$ cat config.mk
export PLATFORM = sky130hd
export DESIGN_NAME = nibble_packer_flat
export DESIGN_NICKNAME = d
export VERILOG_FILES = /design/src/rtl/nibble_packer_pkg.sv /design/src/rtl/nibble_packer_if.sv /design/src/rtl/nibble_packer_idle_timer.sv /design/src/rtl/nibble_packer.sv /design/src/flat_wrapper.sv
export SDC_FILE = /design/constraint.sdc
export NUM_CORES = 1
export LEC_CHECK = 0
export BUFFER_PORTS_ARGS = -buffer_cell sky130_fd_sc_hd__buf_2
export CAP_MARGIN = 20
export CORE_ASPECT_RATIO = 2
export CORE_MARGIN = 2
export CORE_UTILIZATION = 55
export CTS_CLUSTER_DIAMETER = 50
export DETAILED_ROUTE_END_ITERATION = 6
export PLACE_DENSITY_LB_ADDON = 0.3
export RECOVER_POWER = 100
export SLEW_MARGIN = 20
export SYNTH_ARGS = -nofsm -noshare
export SYNTH_HDL_FRONTEND = slang
export SYNTH_SLANG_ARGS = --single-unit
export TNS_END_PERCENT = 5
$ cat constraint.sdc
create_clock -name clk -period 3.8 [get_ports clk]
set_input_delay 0.57 -clock clk [delete_from_list [all_inputs] [get_ports clk]]
set_output_delay 0.57 -clock clk [all_outputs]
set_load 0.1 [all_outputs]
$ cat src/rtl/nibble_packer_pkg.sv
// Shared definitions for the nibble packer receive-path stage.
package nibble_packer_pkg;

    typedef enum logic {
        IDLE    = 1'b0,
        COLLECT = 1'b1
    } state_e;

    localparam int unsigned DEF_NIB_NUM = 4;
    localparam int unsigned DEF_TIMEOUT = 5_000_000;

    // Timer width for a given timeout, never narrower than one bit
    function automatic int unsigned timer_width(input int unsigned timeout);
        return (timeout > 1) ? $clog2(timeout) : 1;
    endfunction

    localparam int unsigned DEF_TIMER_W = timer_width(DEF_TIMEOUT);

endpackage

$ cat src/rtl/nibble_packer_if.sv
// Nibble input / packed word output bundle of the nibble packer.
interface nibble_packer_if #(
    parameter int unsigned NIB_NUM = nibble_packer_pkg::DEF_NIB_NUM
);
    logic [3:0]           din;
    logic                 din_vld;
    logic [4*NIB_NUM-1:0] dout;
    logic                 dout_vld;
    logic                 timeout_err;

    modport master (output din, output din_vld,
                    input  dout, input dout_vld, input timeout_err);
    modport slave  (input  din, input din_vld,
                    output dout, output dout_vld, output timeout_err);
endinterface

$ cat src/rtl/nibble_packer_idle_timer.sv
// Idle-cycle timer: counts enabled cycles, flags the last one before timeout.
module idle_timer #(
    parameter int unsigned TIMEOUT = nibble_packer_pkg::DEF_TIMEOUT,
    parameter int unsigned W       = nibble_packer_pkg::timer_width(TIMEOUT)
) (
    input  logic clk,
    input  logic rst_n,
    input  logic clear,
    input  logic enable,
    output logic expire_c
);
    localparam logic [W-1:0] LAST = W'(TIMEOUT - 1);

    logic [W-1:0] cnt_q;

    // Clear has priority, so a qualifying event on the final cycle suppresses expiry
    assign expire_c = enable && !clear && (cnt_q == LAST);

    always_ff @(posedge clk or negedge rst_n) begin
        if (!rst_n) begin
            cnt_q <= '0;
        end else if (clear || expire_c) begin
            cnt_q <= '0;
        end else if (enable) begin
            cnt_q <= cnt_q + W'(1);
        end
    end
endmodule

$ cat src/rtl/nibble_packer.sv
// Packs MSB-first hex nibbles into NIB_NUM-nibble words; drops stalled partial words.
module nibble_packer
    import nibble_packer_pkg::*;
#(
    parameter int unsigned NIB_NUM = DEF_NIB_NUM,
    parameter int unsigned TIMEOUT = DEF_TIMEOUT
) (
    input  logic            clk,
    input  logic            rst_n,
    nibble_packer_if.slave  bus
);
    localparam int unsigned WORD_W   = 4 * NIB_NUM;
    localparam int unsigned CNT_W    = $clog2(NIB_NUM) + 1;
    localparam int unsigned LAST_CNT = NIB_NUM - 1;

    state_e              state_q, state_d;
    logic [CNT_W-1:0]    cnt_q, cnt_d;
    logic [WORD_W-1:0]   sh_q, sh_d;
    logic [WORD_W-1:0]   dout_q, dout_d;
    logic                dout_vld_q, dout_vld_d;
    logic                err_q, err_d;
    logic [WORD_W-1:0]   sh_in_c;
    logic                tmr_clear_c;
    logic                tmr_en_c;
    logic                expire_c;

    assign sh_in_c     = (sh_q << 4) | WORD_W'(bus.din);
    assign tmr_en_c    = (state_q == COLLECT);
    assign tmr_clear_c = (state_q == IDLE) || bus.din_vld;

    idle_timer #(
        .TIMEOUT (TIMEOUT),
        .W       (timer_width(TIMEOUT))
    ) u_idle_timer (
        .clk      (clk),
        .rst_n    (rst_n),
        .clear    (tmr_clear_c),
        .enable   (tmr_en_c),
        .expire_c (expire_c)
    );

    // Next-state and registered-output logic
    always_comb begin
        state_d    = state_q;
        cnt_d      = cnt_q;
        sh_d       = sh_q;
        dout_d     = dout_q;
        dout_vld_d = 1'b0;
        err_d      = 1'b0;
        case (state_q)
            IDLE: begin
                if (bus.din_vld) begin
                    if (NIB_NUM == 1) begin
                        dout_d     = sh_in_c;
                        dout_vld_d = 1'b1;
                    end else begin
                        state_d = COLLECT;
                        cnt_d   = CNT_W'(1);
                        sh_d    = sh_in_c;
                    end
                end
            end
            COLLECT: begin
                if (bus.din_vld) begin
                    if (cnt_q == CNT_W'(LAST_CNT)) begin
                        dout_d     = sh_in_c;
                        dout_vld_d = 1'b1;
                        cnt_d      = '0;
                        sh_d       = '0;
                        state_d    = IDLE;
                    end else begin
                        cnt_d = cnt_q + CNT_W'(1);
                        sh_d  = sh_in_c;
                    end
                end else if (expire_c) begin
                    err_d   = 1'b1;
                    cnt_d   = '0;
                    sh_d    = '0;
                    state_d = IDLE;
                end
            end
            default: begin
                state_d = IDLE;
                cnt_d   = '0;
                sh_d    = '0;
            end
        endcase
    end

    always_ff @(posedge clk or negedge rst_n) begin
        if (!rst_n) begin
            state_q    <= IDLE;
            cnt_q      <= '0;
            sh_q       <= '0;
            dout_q     <= '0;
            dout_vld_q <= 1'b0;
            err_q      <= 1'b0;
        end else begin
            state_q    <= state_d;
            cnt_q      <= cnt_d;
            sh_q       <= sh_d;
            dout_q     <= dout_d;
            dout_vld_q <= dout_vld_d;
            err_q      <= err_d;
        end
    end

    assign bus.dout        = dout_q;
    assign bus.dout_vld    = dout_vld_q;
    assign bus.timeout_err = err_q;
endmodule

$ cat src/flat_wrapper.sv
// flat-port wrapper written by rule: the top's interface ports become plain ports
module nibble_packer_flat import nibble_packer_pkg::*;
#(
    parameter int unsigned NIB_NUM = DEF_NIB_NUM,
    parameter int unsigned TIMEOUT = DEF_TIMEOUT
)
  (clk, rst_n, bus_din, bus_din_vld, bus_dout, bus_dout_vld, bus_timeout_err);
  nibble_packer_if #(.NIB_NUM(NIB_NUM)) bus_i ();
  input  logic clk;
  input  logic rst_n;
  input wire logic [$bits(bus_i.din)-1:0] bus_din;
  input wire logic [$bits(bus_i.din_vld)-1:0] bus_din_vld;
  output wire logic [$bits(bus_i.dout)-1:0] bus_dout;
  output wire logic [$bits(bus_i.dout_vld)-1:0] bus_dout_vld;
  output wire logic [$bits(bus_i.timeout_err)-1:0] bus_timeout_err;
  assign bus_i.din = bus_din;
  assign bus_i.din_vld = bus_din_vld;
  assign bus_dout = bus_i.dout;
  assign bus_dout_vld = bus_i.dout_vld;
  assign bus_timeout_err = bus_i.timeout_err;
  nibble_packer #(.NIB_NUM(NIB_NUM), .TIMEOUT(TIMEOUT)) u_core (.clk(clk), .rst_n(rst_n), .bus(bus_i));
endmodule
==> impl.org, run 1 <==
** Floorplan
- Area of the placeable core :: 0.004339 mm2
- X dimension of the die :: 51.29 um
- Top-level I/O count :: 25
- After floorplanning, the core was divided into 34 placement rows.
- Die height :: 98.58 um
- Initial standard-cell utilization of the core :: 56.69%
- The floorplan step defined a die boundary enclosing 0.005056 mm2.

** Clock tree
- TritonCTS clock tree :: yes
- Longest Clk Path Bufs :: 2
- Clock-pin slew was measured on the worst setup and hold paths at 70 ps.
- Clock tree synthesis selected as its root buffer the cell sky130_fd_sc_hd__clkbuf_8.
- Hold Buf Count CTS :: 0
- After clock tree synthesis, the repair step resized 0 gates.
- Clock buffer count from CTS :: 9
- Total number of H-tree levels :: 3
- For this design, the sink count on the clock tree is 57.
- The clock reaches the later pin of the worst-skew pair after 340 ps.
- In this run the post-CTS setup repair buffer count came out at 0.

** Hold path
- Worst min path class :: input pin to asynchronous set/reset pin

** Yosys
- After synthesis, the cell types taking the most area are sky130_fd_sc_hd__dfrtp_1 58%, sky130_fd_sc_hd__mux2_2 7.3%, sky130_fd_sc_hd__a32o_1 4.9%.
- Gate Count Post-Synth :: 215
- Top cells by count, synth :: 57 x sky130_fd_sc_hd__dfrtp_1, 17 x sky130_fd_sc_hd__nor2_1, 16 x sky130_fd_sc_hd__mux2_2
- In this run, synthesis produced a sequential element count of 57.
- Number of nets in the synthesized netlist :: 224
- Commonest register cell after synthesis :: sky130_fd_sc_hd__dfrtp_1
- Synth area leader :: sky130_fd_sc_hd__dfrtp_1
- EDFF count, synth :: 0
- sky130_fd_sc_hd__dfrtp_1 is the most common cell in the netlist.
- Sequential cells were found to cover 57.99% of the synthesized design area.
- Count of synthesis-stage warnings from yosys :: 0
- Area of the mapped netlist :: 0.002460 mm2
- The top cell type by area accounts for 57.99% of the synthesized area.
- Of all flip-flops after synthesis, the portion carrying an async set or reset was 100.0%.
- In this run, distinct cell masters in the synthesized netlist total 33.
- A synthesized cell averages 11.44 um2.

** STA
- Measured slew at the worst slew-check pin :: 1337 ps
- Final Worst Setup Slack :: 1164 ps
- Setup clock skew after layout :: 10.17 ps
- Final number of max-transition violations :: 0
- Subtracting the final worst setup slack from the clock period gives 2636 ps.
- Setup violations remaining at the end of the flow were counted as 0.
- Unrepaired setup endpoints after global routing :: no
- The number of hold-slack violations in the final timing report came to 0.
- After routing, the total negative slack on setup checks comes to 0 ps.
- Worst rel slew slack :: 10.14%
- Max Clk Rate :: 0.3793 GHz
- Part of the cycle the worst path needs :: 69.38%

** Detailed routing
- Once detail routing completed, the nets flagged for antenna violations numbered 0.
- Final routed wirelength across all metal layers :: 4899 um
- The detailed router finished its first iteration with 54 violations.
- Final routed wire length divided by cell count :: 16.28 um
- Per-cell via count in the routed design :: 5.844
- For this run, design rule violations remaining after detail routing come to 0.
- The routed layout has 1759 vias.
- First drt pass iteration count :: 5

** Critical path
- Traced cell by cell, the critical path runs through nor4bb_1 > nand2_1 > o31ai_1 > buf_4 > nor2_1.
- CP max-delay cell :: sky130_fd_sc_hd__o31ai_1
- At the worst endpoint, the arrival time is 2850 ps.
- Number of buffer and inverter instances along the worst setup path :: 1
- Critical Path Max Stage Delay :: 1100 ps
- Endpoint type of the worst setup path :: flop
- The critical path is of the flop to flop type.
- CP Data Required Time :: 4020 ps
- Cell family with most CP delay :: compound AO/OA/AOI/OAI gates
- Crit-path max FO :: 14
- STA classifies the critical path startpoint as a flop.

** GRT
- Number of global-route vias before repair :: 1771
- For this run, the total global-route usage over all layers was measured as 22.52%.
- Global-route wire length before repair :: 8162 um
- The initial antenna violation count is 0.
- Entering global routing, the biggest net connects 38 pins.
- GR Overflow Total :: 0

** Power
- The worst-case IR drop observed on VDD is 0.5408 mV.
- Dividing total power by cell area gives a power density of 776.1 mW/mm2.
- The design draws 0.002180 W.
- In this run the static leakage power is 1.188 nW.

** Cells and area
- Summing all flip-flop and latch instances after layout gives 0.001426 mm2.
- The multi-input combinational cells in the finished layout cover a total of 974.7 um2.
- Compared with the post-synthesis result, the final layout area differs by 14.19%.
- Number of diodes :: 0
- Fill cell instance count of the final layout :: 363
- Total Nets Final :: 251
- Fraction of layout cells with a size suffix above 1 :: 17.41%
- Fin area :: 0.002809 mm2
- Util after Layout :: 64.73%

** Placement
- The congestion estimate from routability-driven global placement came to 0.8366.
- During placement, the flow inserted port buffers numbering 24.
- Summing all placed instances gives a cell area of 0.002628 mm2.
- Post-place setup slack :: 1555 ps
- Total half-perimeter wirelength after legalization and detailed placement :: 3341 um

** Job
- Max-cap check violation count :: 0

** Status
- Status :: completed
-- final cells by class --
type,count,area share (%)
multi-input cells,143,34.70
clock buffers,10,4.543
repair buffers,26,3.964
well taps,54,2.405
flip-flops and latches,57,50.78
clock inverters,6,2.940
inverters,5,0.6682
-- layout by cell type, fill, tap and decap left out, types with 3 or more instances in the layout --
cell type / synthesis / layout
sky130_fd_sc_hd__a21oi_1: 9 / 9
sky130_fd_sc_hd__clkbuf_8: 0 / 9
sky130_fd_sc_hd__nand3_1: 13 / 13
sky130_fd_sc_hd__nor4_1: 3 / 3
sky130_fd_sc_hd__inv_1: 5 / 5
sky130_fd_sc_hd__clkinv_2: 0 / 3
sky130_fd_sc_hd__a32o_1: 12 / 12
sky130_fd_sc_hd__o31ai_1: 3 / 3
sky130_fd_sc_hd__and3_1: 3 / 3
sky130_fd_sc_hd__xnor2_1: 8 / 8
sky130_fd_sc_hd__or4_1: 4 / 4
sky130_fd_sc_hd__buf_2: 1 / 5
sky130_fd_sc_hd__nand2_1: 14 / 14
sky130_fd_sc_hd__mux2_2: 16 / 16
sky130_fd_sc_hd__or3_2: 3 / 3
sky130_fd_sc_hd__or3_1: 4 / 4
sky130_fd_sc_hd__dfrtp_1: 57 / 57
sky130_fd_sc_hd__xor2_1: 4 / 4
sky130_fd_sc_hd__clkbuf_1: 7 / 20
sky130_fd_sc_hd__o21ai_0: 9 / 9
sky130_fd_sc_hd__nor2_1: 17 / 17
sky130_fd_sc_hd__nor2b_1: 3 / 3
sky130_fd_sc_hd__nand4_1: 5 / 5
sky130_fd_sc_hd__nor3_1: 3 / 3
-- metrics by stage --
stage                     cells  hold slack [ps]
after global placement      285            461.6
after global routing        301            476.7
final                       301            466.9
after floorplan             215            274.4
after detailed placement    285            469.8
after CTS                   301            202.6
-- path summary, 6_finish.rpt --
path                       cells after the start                                        end                                      start  slack [ps]
min in group clk                               2             u_core.bus.dout[3]$_DFFE_PN0P_                                 bus_din[3]         480
min reg2reg                                    1   u_core.u_idle_timer.cnt_q[0]$_DFFE_PN0P_   u_core.u_idle_timer.cnt_q[0]$_DFFE_PN0P_         480
max reg2reg                                    5  u_core.u_idle_timer.cnt_q[11]$_DFFE_PN0P_  u_core.u_idle_timer.cnt_q[18]$_DFFE_PN0P_        1160
max in group asynchronous                      2  u_core.u_idle_timer.cnt_q[11]$_DFFE_PN0P_                                      rst_n        2230
min                                            1            u_core.bus.dout[11]$_DFFE_PN0P_                                      rst_n         470
max                                            5  u_core.u_idle_timer.cnt_q[11]$_DFFE_PN0P_  u_core.u_idle_timer.cnt_q[18]$_DFFE_PN0P_        1160
-- registers in the layout (all words and copies together) (netlist names) --
name and flops:
u_core.u_idle_timer.cnt_q 23, u_core.bus.dout 16, u_core.sh_q 12, u_core.cnt_q 3, u_core.bus.dout_vld 1, u_core.bus.timeout_err 1, u_core.state_q 1
-- report_power, final --
group | leakage, nW | internal [W] | total (W) | switching (W)
Sequential | 0.752 | 0.000717 | 0.000777 | 0.0000598
Combinational | 0.329 | 0.000126 | 0.000801 | 0.000675
Clock | 0.106 | 0.000365 | 0.000602 | 0.000237
-- cells by family after synthesis --
group | share of synthesized area [%]
AOI/OAI and AO/OA | 10.48
xor gates and xnor gates | 4.273
adders and majority gates | 1.017
buffers and inverters | 2.390
DFF | 57.99
muxes | 7.324
and+or+nand+nor | 16.53
-- routing by layer --
layer	part of all wire, %	up-vias	global-route usage, %	wire length (um)
met4	2.8	0	12.75	136
met2	54	41	38.56	2657
li1	-	832	-	-
met3	3.7	9	7.273	182
met1	39	877	23.42	1923
met5	0	-	0	0
(Power assumes the default switching activity.)
==> run 2, diff against run 1 <==
--- a/config.mk
+++ b/config.mk
@@ -9,7 +9,7 @@
 export CAP_MARGIN = 20
 export CORE_ASPECT_RATIO = 2
 export CORE_MARGIN = 2
-export CORE_UTILIZATION = 55
+export CORE_UTILIZATION = 52
 export CTS_CLUSTER_DIAMETER = 50
 export DETAILED_ROUTE_END_ITERATION = 6
 export PLACE_DENSITY_LB_ADDON = 0.3
==> constraint.sdc (replaced) <==
create_clock -name clk -period 2.3 [get_ports clk]
set_input_delay 0.345 -clock clk [delete_from_list [all_inputs] [get_ports clk]]
set_output_delay 0.345 -clock clk [all_outputs]
set_load 0.1 [all_outputs]
==> impl.org, run 2 (synthesis results as in run 1) <==
** Status
- Status: completed (unchanged).

** Clock tree
- Clk Latency, worst-skew pair :: 330 ps (was 340 ps)
- The number of buffers added for setup after CTS was 0 (unchanged).
- The total of cells resized after clock tree synthesis is 0 (unchanged).
- The hold buffer count at cts is 0 (unchanged).
- Clock buffer count from CTS :: 9 (unchanged)
- The maximum number of buffers from clock root to sink was 2 (unchanged).
- The TritonCTS clock tree was yes (unchanged).
- The clock transition at the registers of the reported paths came to 60 ps (was 70 ps).
- The clock root buffer master is sky130_fd_sc_hd__clkbuf_8 (unchanged).
- The number of H-tree branching levels was 3 (unchanged).
- The CTS sink count came to 57 (unchanged).

** GRT
- The overall global routing resource usage was 20.40% (was 22.52%).
- GR Overflow Total :: 0 (unchanged)
- The via count of the first global-routing pass came to 1810 (was 1771).
- Global-route wire length before repair :: 7872 um (was 8162 um)
- The maximum number of pins on one net before global-route repair was 31 (was 38).
- The initial antenna violation count is 0 (unchanged).

** Power
- Combinational fraction of design power :: 36.2% (was 36.7%)
- Total design power :: 0.003651 W (was 0.002180 W)
- Switching power :: 0.001594 W (was 0.0009715 W)
- The internal cell power is 0.002056 W (was 0.001208 W).
- Relative contribution of sequential cells to total power :: 35.1% (was 35.6%)
- The power per cell area is 1292 mW/mm2 (was 776.1 mW/mm2).
- Leakage dissipation :: 1.198 nW (was 1.188 nW)
- Worst VDD drop :: 1.072 mV (was 0.5408 mV)
- Net switching share of the total power :: 43.67% (was 44.56%)
- Clock Power Share :: 28.7% (was 27.6%)

** Detailed routing
- Topmost layer with routed signal wires :: met4 (unchanged)
- Number of violations reported at the end of detailed-routing iteration 0 :: 30 (was 54)
- The post-detailed-route DRC marker count is 0 (unchanged).
- The detailed route wirelength on metal3 is 167 um (was 182 um).
- The total routed wirelength came to 4671 um (was 4899 um).
- The wire length on met1 was 1723 um (was 1923 um).
- Final routed wire length divided by cell count :: 15.37 um (was 16.28 um)
- The mean number of vias per cell is 5.918 (was 5.844).
- Number of routed nets with antenna violations :: 0 (unchanged)
- Sum of met2 wire segment lengths after detailed routing :: 2711 um (was 2657 um)
- The count of vias placed by the detailed router came to 1799 (was 1759).
- First drt pass iteration count :: 4 (was 5)

** Cells and area
- The number of filler cells placed in the layout came to 420 (was 363).
- FF+latch area :: 0.001426 mm2 (unchanged)
- The share of cells above drive strength 1 came to 17.27% (was 17.41%).
- Util after Layout :: 61.47% (was 64.73%)
- Number of flip-flops in the largest register :: 23 (unchanged)
- Largest Register :: u_core.u_idle_timer.cnt_q (unchanged)
- The layout net count came to 253 (was 251).
- Most frequent cells in the layout :: 57 x sky130_fd_sc_hd__dfrtp_1, 21 x sky130_fd_sc_hd__clkbuf_1, 17 x sky130_fd_sc_hd__nor2_1 (was 57 x sky130_fd_sc_hd__dfrtp_1, 20 x sky130_fd_sc_hd__clkbuf_1, 17 x sky130_fd_sc_hd__nor2_1)
- Synthesis-to-layout area growth :: 14.90% (was 14.19%)
- Cell Count, Final, Fillers Out :: 304 (was 301)
- Multi-input gate area :: 969.7 um2 (was 974.7 um2)
- The most common cell after layout, fill and taps aside was sky130_fd_sc_hd__dfrtp_1 (unchanged).
- Number of diodes :: 0 (unchanged)

** STA
- Final worst path period need :: 2113 ps (was 2636 ps)
- The final setup violation count is 0 (unchanged).
- The number of hold-slack violations in the final timing report came to 0 (unchanged).
- The final period utilization is 91.85% (was 69.38%).
- Unrepaired setup endpoints after global routing: no (unchanged).
- The worst hold-check slack is 271.0 ps (was 466.9 ps).
- Worst rel slew slack :: 2.054% (was 10.14%)
- The maximum operating frequency is 0.4734 GHz (was 0.3793 GHz).
- The transition time at the pin with the least slew margin is 1469 ps (was 1337 ps).
- Total Neg Setup Slack :: 0 ps (unchanged)
- Setup clock skew after layout :: 9.442 ps (was 10.17 ps)
- Final number of max-transition violations :: 0 (unchanged)

** Floorplan
- Area of the placeable core :: 0.004598 mm2 (was 0.004339 mm2)
- The top-level I/O count came to 25 (unchanged).
- Die height :: 101.3 um (was 98.58 um)
- The effective utilization at floorplan is 53.50% (was 56.69%).
- The horizontal extent of the die is 52.64 um (was 51.29 um).
- The area of the die is 0.005330 mm2 (was 0.005056 mm2).
- Num rows :: 35 (was 34)

** Critical path
- Cell-by-cell listing of the critical path :: ha_1 > nand4_1 > or4_1 > or4_1 > a21oi_1 (was nor4bb_1 > nand2_1 > o31ai_1 > buf_4 > nor2_1)
- In this design, the critical path's most frequently occurring cell is sky130_fd_sc_hd__or4_1.
- The required arrival time at the worst endpoint was 2550 ps (was 4020 ps).
- The endpoint kind of the worst setup timing path was a flop (unchanged).
- The nature of the critical path startpoint is a flop (unchanged).
- Crit-path max FO :: 10 (was 14)
- The data arrival time of the critical path came to 2360 ps (was 2850 ps).
- Cell family with most CP delay :: simple AND/OR/NAND/NOR gates (was compound AO/OA/AOI/OAI gates)
- Critical Path Max Stage Delay :: 590 ps (was 1100 ps)
- Type of the setup path with the least slack :: flop to flop (unchanged)
- The worst-path cell with the longest stage delay was sky130_fd_sc_hd__or4_1 (was sky130_fd_sc_hd__o31ai_1).
- The count of buffering cells on the critical path with inverters included was 0 (was 1).

** Placement
- The number of buffers added on ports is 24 (unchanged).
- Cell count after placement :: 288 (was 285)
- Total half-perimeter wirelength after legalization and detailed placement :: 3338 um (was 3341 um)
- The global placer's final weighted congestion is 0.8631 (was 0.8366).

** Hold path
- The classification of the worst-slack hold path was input pin to flop (was input pin to asynchronous set/reset pin).

** Job
- Max-cap check violation count :: 0 (unchanged)
==> run 2: cell count changes in the layout (fill, tap and decap cells not counted), sizes merged <==
cell / previous run / this run
clkbuf: 29 / 34
buf: 7 / 5
clkinv: 3 / 2
==> run 2: area by class of cell <==
class	count	share of cell area (%)
sequential	57	50.46
clock inverter	5	2.745
inverter	5	0.6640
multi-input combinational	143	34.31
timing repair buffer	28	4.028
tap	55	2.435
clock buffer	11	5.356
==> run 2: per-stage QoR <==
step	area, um2	worst slack (ps)
5_1_grt	2826	48.35
6_report	2826	187.5
4_1_cts	2885	211.0
3_5_place_dp	2656	211.7
2_1_floorplan	2460	416.2
3_3_place_gp	2656	339.8
==> run 2: layer usage <==
metal,vias to the layer above,global-route usage [%]
li1,843,-
met2,39,37.50
met3,11,5.752
met1,906,19.47
met5,-,0
met4,0,10.65
==> run 2: power groups by stage <==
stage | clock network (W) | logic, W | registers (W)
6_report | 0.00105 | 0.00132 | 0.00128
5_1_grt | 0.00112 | 0.00138 | 0.00131
4_1_cts | 0.00107 | 0.00138 | 0.00128
3_5_place_dp | 0 | 0.00138 | 0.00130
3_3_place_gp | 0 | 0.00136 | 0.00129
2_1_floorplan | 0 | 0.000235 | 0.00220
==> run 2: path summary, 6_finish.rpt <==
path                                                          startpoint                                   endpoint  slack, ps  depth (start not counted)
max in group asynchronous                                          rst_n  u_core.u_idle_timer.cnt_q[11]$_DFFE_PN0P_        520                          2
worst min register to register                u_core.sh_q[8]$_DFFE_PN0P_                 u_core.sh_q[8]$_DFFE_PN0P_        490                          1
min in group asynchronous                                          rst_n            u_core.bus.dout[15]$_DFFE_PN0P_        350                          1
worst max-delay path            u_core.u_idle_timer.cnt_q[0]$_DFFE_PN0P_  u_core.u_idle_timer.cnt_q[20]$_DFFE_PN0P_        190                          5
worst max register to register  u_core.u_idle_timer.cnt_q[0]$_DFFE_PN0P_  u_core.u_idle_timer.cnt_q[20]$_DFFE_PN0P_        190                          5
worst min-delay path                                          bus_din[3]             u_core.bus.dout[3]$_DFFE_PN0P_        270                          2
==> run 3, diff against run 2 <==
--- a/config.mk
+++ b/config.mk
@@ -17,5 +17,6 @@
 export SLEW_MARGIN = 20
 export SYNTH_ARGS = -nofsm -noshare
 export SYNTH_HDL_FRONTEND = slang
+export SYNTH_HIERARCHICAL = 1
 export SYNTH_SLANG_ARGS = --single-unit
 export TNS_END_PERCENT = 5
==> impl.org, run 3 <==
** Status
- Status :: completed (unchanged)

** Cells and area
- The area growth from synthesis to layout was 14.07% (was 14.90%).
- Total Nets Final :: 256 (was 253)
- The number of filler cells placed in the layout is 425 (was 420).
- FF+latch area :: 0.001426 mm2 (unchanged)
- The register containing the most flip-flops in the final layout was u_core/u_idle_timer/cnt_q (was u_core.u_idle_timer.cnt_q).
- Most frequent cells in the layout :: 57 x sky130_fd_sc_hd__dfrtp_1, 20 x sky130_fd_sc_hd__clkbuf_1, 17 x sky130_fd_sc_hd__nor2_1 (was 57 x sky130_fd_sc_hd__dfrtp_1, 21 x sky130_fd_sc_hd__clkbuf_1, 17 x sky130_fd_sc_hd__nor2_1)
- The area used by multi-input combinational logic came to 0.001072 mm2 (was 969.7 um2).
- Number of flip-flops in the largest register :: 23 (unchanged)
- The most common cell after layout, fill and taps aside is sky130_fd_sc_hd__dfrtp_1 (unchanged).
- Number of diodes :: 0 (unchanged)
- Cell Count, Final, Fillers Out :: 309 (was 304)
- The share of cells above drive strength 1 is 16.67% (was 17.27%).

** Critical path
- Critical Path Max Stage Delay :: 490 ps (was 590 ps)
- Cell-by-cell listing of the critical path :: ha_1 > nand4_4 > or4_4 > o21bai_1 > clkbuf_4 > nor2_1 (was ha_1 > nand4_1 > or4_1 > or4_1 > a21oi_1)
- Number of buffer and inverter instances along the worst setup path :: 1 (was 0)
- Data arrival, critical path :: 2370 ps (was 2360 ps)
- The type of the worst setup path is flop to flop (unchanged).
- CP Data Required Time :: 2520 ps (was 2550 ps)
- The nature of the critical path startpoint is a flop (unchanged).
- Cell family with most CP delay :: simple AND/OR/NAND/NOR gates (unchanged)
- Endpoint type of the worst setup path :: flop (unchanged)
- CP max-delay cell :: sky130_fd_sc_hd__or4_4 (was sky130_fd_sc_hd__or4_1)
- Crit-path max FO :: 16 (was 10)

** STA
- The setup skew after layout is 7.769 ps (was 9.442 ps).
- Measured slew at the worst slew-check pin :: 1388 ps (was 1469 ps)
- Total Neg Setup Slack :: 0 ps (unchanged)
- The shortest period the worst path allows came to 2151 ps (was 2113 ps).
- The headroom to the max-slew limit came to 7.487% (was 2.054%).
- The number of hold-slack violations in the final timing report was 0 (unchanged).
- Max Clk Rate :: 0.4649 GHz (was 0.4734 GHz)
- Unrepaired setup endpoints after global routing: no (unchanged).
- Final number of max-transition violations :: 0 (unchanged)
- The final period utilization came to 93.51% (was 91.85%).
- The final setup violation count was 0 (unchanged).

** Hold path
- The classification of the worst-slack hold path is input pin to flop (unchanged).

** Yosys
- Number of nets in the synthesized netlist :: 223 (was 224)
- EDFF count, synth :: 0 (unchanged)
- Number of distinct standard cells referenced by the synthesized netlist :: 45 (was 33)
- Commonest register cell after synthesis :: sky130_fd_sc_hd__dfrtp_1 (unchanged)
- Area of the mapped netlist :: 0.002605 mm2 (was 0.002460 mm2)
- Most instantiated library cell after synthesis :: sky130_fd_sc_hd__dfrtp_1 (unchanged)
- The share of flip-flops with an asynchronous set or reset after synthesis was 100.0% (unchanged).
- Synthesized area per cell :: 12.17 um2 (was 11.44 um2)
- Sequential-to-total area share from yosys stat :: 54.76% (was 57.99%)
- Count of synthesis-stage warnings from yosys :: 6 (was 0)
- Top cells by count, synth :: 57 x sky130_fd_sc_hd__dfrtp_1, 17 x sky130_fd_sc_hd__nor2_1, 12 x sky130_fd_sc_hd__a32o_1 (was 57 x sky130_fd_sc_hd__dfrtp_1, 17 x sky130_fd_sc_hd__nor2_1, 16 x sky130_fd_sc_hd__mux2_2)
- The share of the synthesized area in the top cell type came to 54.76% (was 57.99%).
- Top post-synthesis cells by area :: sky130_fd_sc_hd__dfrtp_1 55%, sky130_fd_sc_hd__mux2_4 5.2%, sky130_fd_sc_hd__a32o_1 4.6% (was sky130_fd_sc_hd__dfrtp_1 58%, sky130_fd_sc_hd__mux2_2 7.3%, sky130_fd_sc_hd__a32o_1 4.9%)
- Synth area leader :: sky130_fd_sc_hd__dfrtp_1 (unchanged)
- Post-synthesis sequential element count :: 57 (unchanged)
- The instance count of the mapped netlist is 214 (was 215).

** Clock tree
- Longest Clk Path Bufs :: 2 (unchanged)
- Clk Latency, worst-skew pair :: 330 ps (about the same)
- TritonCTS clock tree :: yes (unchanged)
- Total number of H-tree levels :: 3 (unchanged)
- Setup repair bufs after CTS :: 0 (unchanged)
- The total of cells resized after clock tree synthesis came to 0 (unchanged).
- The hold buffer count at cts was 0 (unchanged).
- Cell chosen for the clock root :: sky130_fd_sc_hd__clkbuf_8 (unchanged)
- The CTS sink count came to 57 (unchanged).
- Clock buffer count from CTS :: 9 (unchanged)
- Clk pin slew, worst setup/hold paths :: 70 ps (was 60 ps)

** Detailed routing
- Final routed wire length divided by cell count :: 16.91 um (was 15.37 um)
- The first-pass iteration count of the detailed router came to 4 (unchanged).
- DRC Markers :: 0 (unchanged)
- Number of routed nets with antenna violations :: 0 (unchanged)
- Final routed wirelength across all metal layers :: 5224 um (was 4671 um)
- Per-cell via count in the routed design :: 6.049 (was 5.918)
- Number of violations reported at the end of detailed-routing iteration 0 :: 35 (was 30)
- The count of vias placed by the detailed router is 1869 (was 1799).

** GRT
- Most heavily used metal layer in global routing :: met2 (unchanged)
- Met3 Track Usage GR :: 6.466% (was 5.752%)
- Number of antenna violations at the first check in global routing :: 0 (unchanged)
- The total overflow reported by the global router was 0 (unchanged).
- Global-route wire length before repair :: 9059 um (was 7872 um)
- Met1 global-route usage :: 26.10% (was 19.47%)
- GRT Util Overall :: 22.15% (was 20.40%)
- Number of global-route vias before repair :: 1937 (was 1810)
- The maximum number of pins on one net before global-route repair was 58 (was 31).
- Met2 layer usage reported by global route :: 35.63% (was 37.50%)

** Floorplan
- Num rows :: 36 (was 35)
- Area of the placeable core :: 0.004865 mm2 (was 0.004598 mm2)
- X dimension of the die :: 54.05 um (was 52.64 um)
- The effective utilization at floorplan was 53.55% (was 53.50%).
- The top-level I/O count is 25 (unchanged).
- The vertical extent of the die is 104.1 um (was 101.3 um).
- Floorplan die area :: 0.005626 mm2 (was 0.005330 mm2)

** Power
- Worst VDD drop :: 1.311 mV (was 1.072 mV)
- Leakage dissipation :: 1.260 nW (was 1.198 nW)
- Power Density :: 1340 mW/mm2 (was 1292 mW/mm2)

** Job
- The number of maximum-capacitance constraint violations came to 0 (unchanged).

** Placement
- The global placer's final weighted congestion is 0.8492 (was 0.8631).
- Total half-perimeter wirelength after legalization and detailed placement :: 3618 um (was 3338 um)
- The number of buffers added on ports came to 24 (unchanged).
- Cell count after placement :: 293 (was 288)
## run 3: worst register-to-register path, cell delays in order (launching register included)
cell	delay, ps
sky130_fd_sc_hd__dfrtp_1	420
sky130_fd_sc_hd__ha_1	240
sky130_fd_sc_hd__nand4_4	110
sky130_fd_sc_hd__or4_4	490
sky130_fd_sc_hd__o21bai_1	350
sky130_fd_sc_hd__clkbuf_4	340
sky130_fd_sc_hd__nor2_1	90
## run 3: layer usage
layer / wire length, um / share of wire (%)
met1: 1975 / 38
met3: 171 / 3.3
met2: 2961 / 57
met5: 0 / 0
met4: 116 / 2.2
## run 3: area by class of cell
class	count	share of cell area, %
Timing Repair Buffer	32	4.968
Sequential cell	57	48.00
Clock inverter	7	4.000
Inverter	3	0.3789
Tap cell	57	2.400
Multi-Input combinational cell	144	36.08
Clock buffer	9	4.168
## run 3: cell families after synthesis
logic type      share of synthesized area [%]
flops                                   54.76
fa+ha+maj                              0.9605
compound gates                          11.29
simple gates                            17.43
mux                                     8.598
xor+xnor                                4.035
buf+inv                                 2.930
## run 3: where the power goes
group          total, W  leakage [nW]  internal, W  switching (W)
combinational   0.00152         0.393     0.000256        0.00127
clock           0.00112         0.115     0.000718       0.000401
sequential      0.00134         0.751      0.00121       0.000126
total           0.00398          1.26      0.00219        0.00179
## run 3: final timing paths
| path | start | to | slack [ps] | cells after the start |
|---|---|---|---|---|
| hold / removal | bus_din[2] | u_core/bus.dout[2]$_DFFE_PN0P_ | 260 | 2 |
| min in group asynchronous | rst_n | u_core/bus.timeout_err$_DFF_PN0_ | 410 | 2 |
| hold reg to reg | u_core/sh_q[8]$_DFFE_PN0P_ | u_core/sh_q[8]$_DFFE_PN0P_ | 490 | 1 |
| setup reg to reg | u_core/u_idle_timer/cnt_q[0]$_DFFE_PN0P_ | u_core/u_idle_timer/cnt_q[11]$_DFFE_PN0P_ | 150 | 6 |
| setup / recovery | u_core/u_idle_timer/cnt_q[0]$_DFFE_PN0P_ | u_core/u_idle_timer/cnt_q[11]$_DFFE_PN0P_ | 150 | 6 |
| max in group asynchronous | rst_n | u_core/u_idle_timer/cnt_q[22]$_DFFE_PN0P_ | 1050 | 2 |
## run 3: per-stage QoR
step                power (W)  util [%]  setup slack [ps]  hold slack, ps  cell area, um2
floorplan            0.002731         -             139.3           49.41            2605
global placement     0.002977     57.64             104.5           370.6            2804
detailed placement   0.003000     57.64             19.26           367.8            2804
CTS                  0.004130     62.63             18.12           14.16            3047
global route         0.004137     61.09             26.86           251.0            2972
finish               0.003981     61.09             149.2           261.1            2972
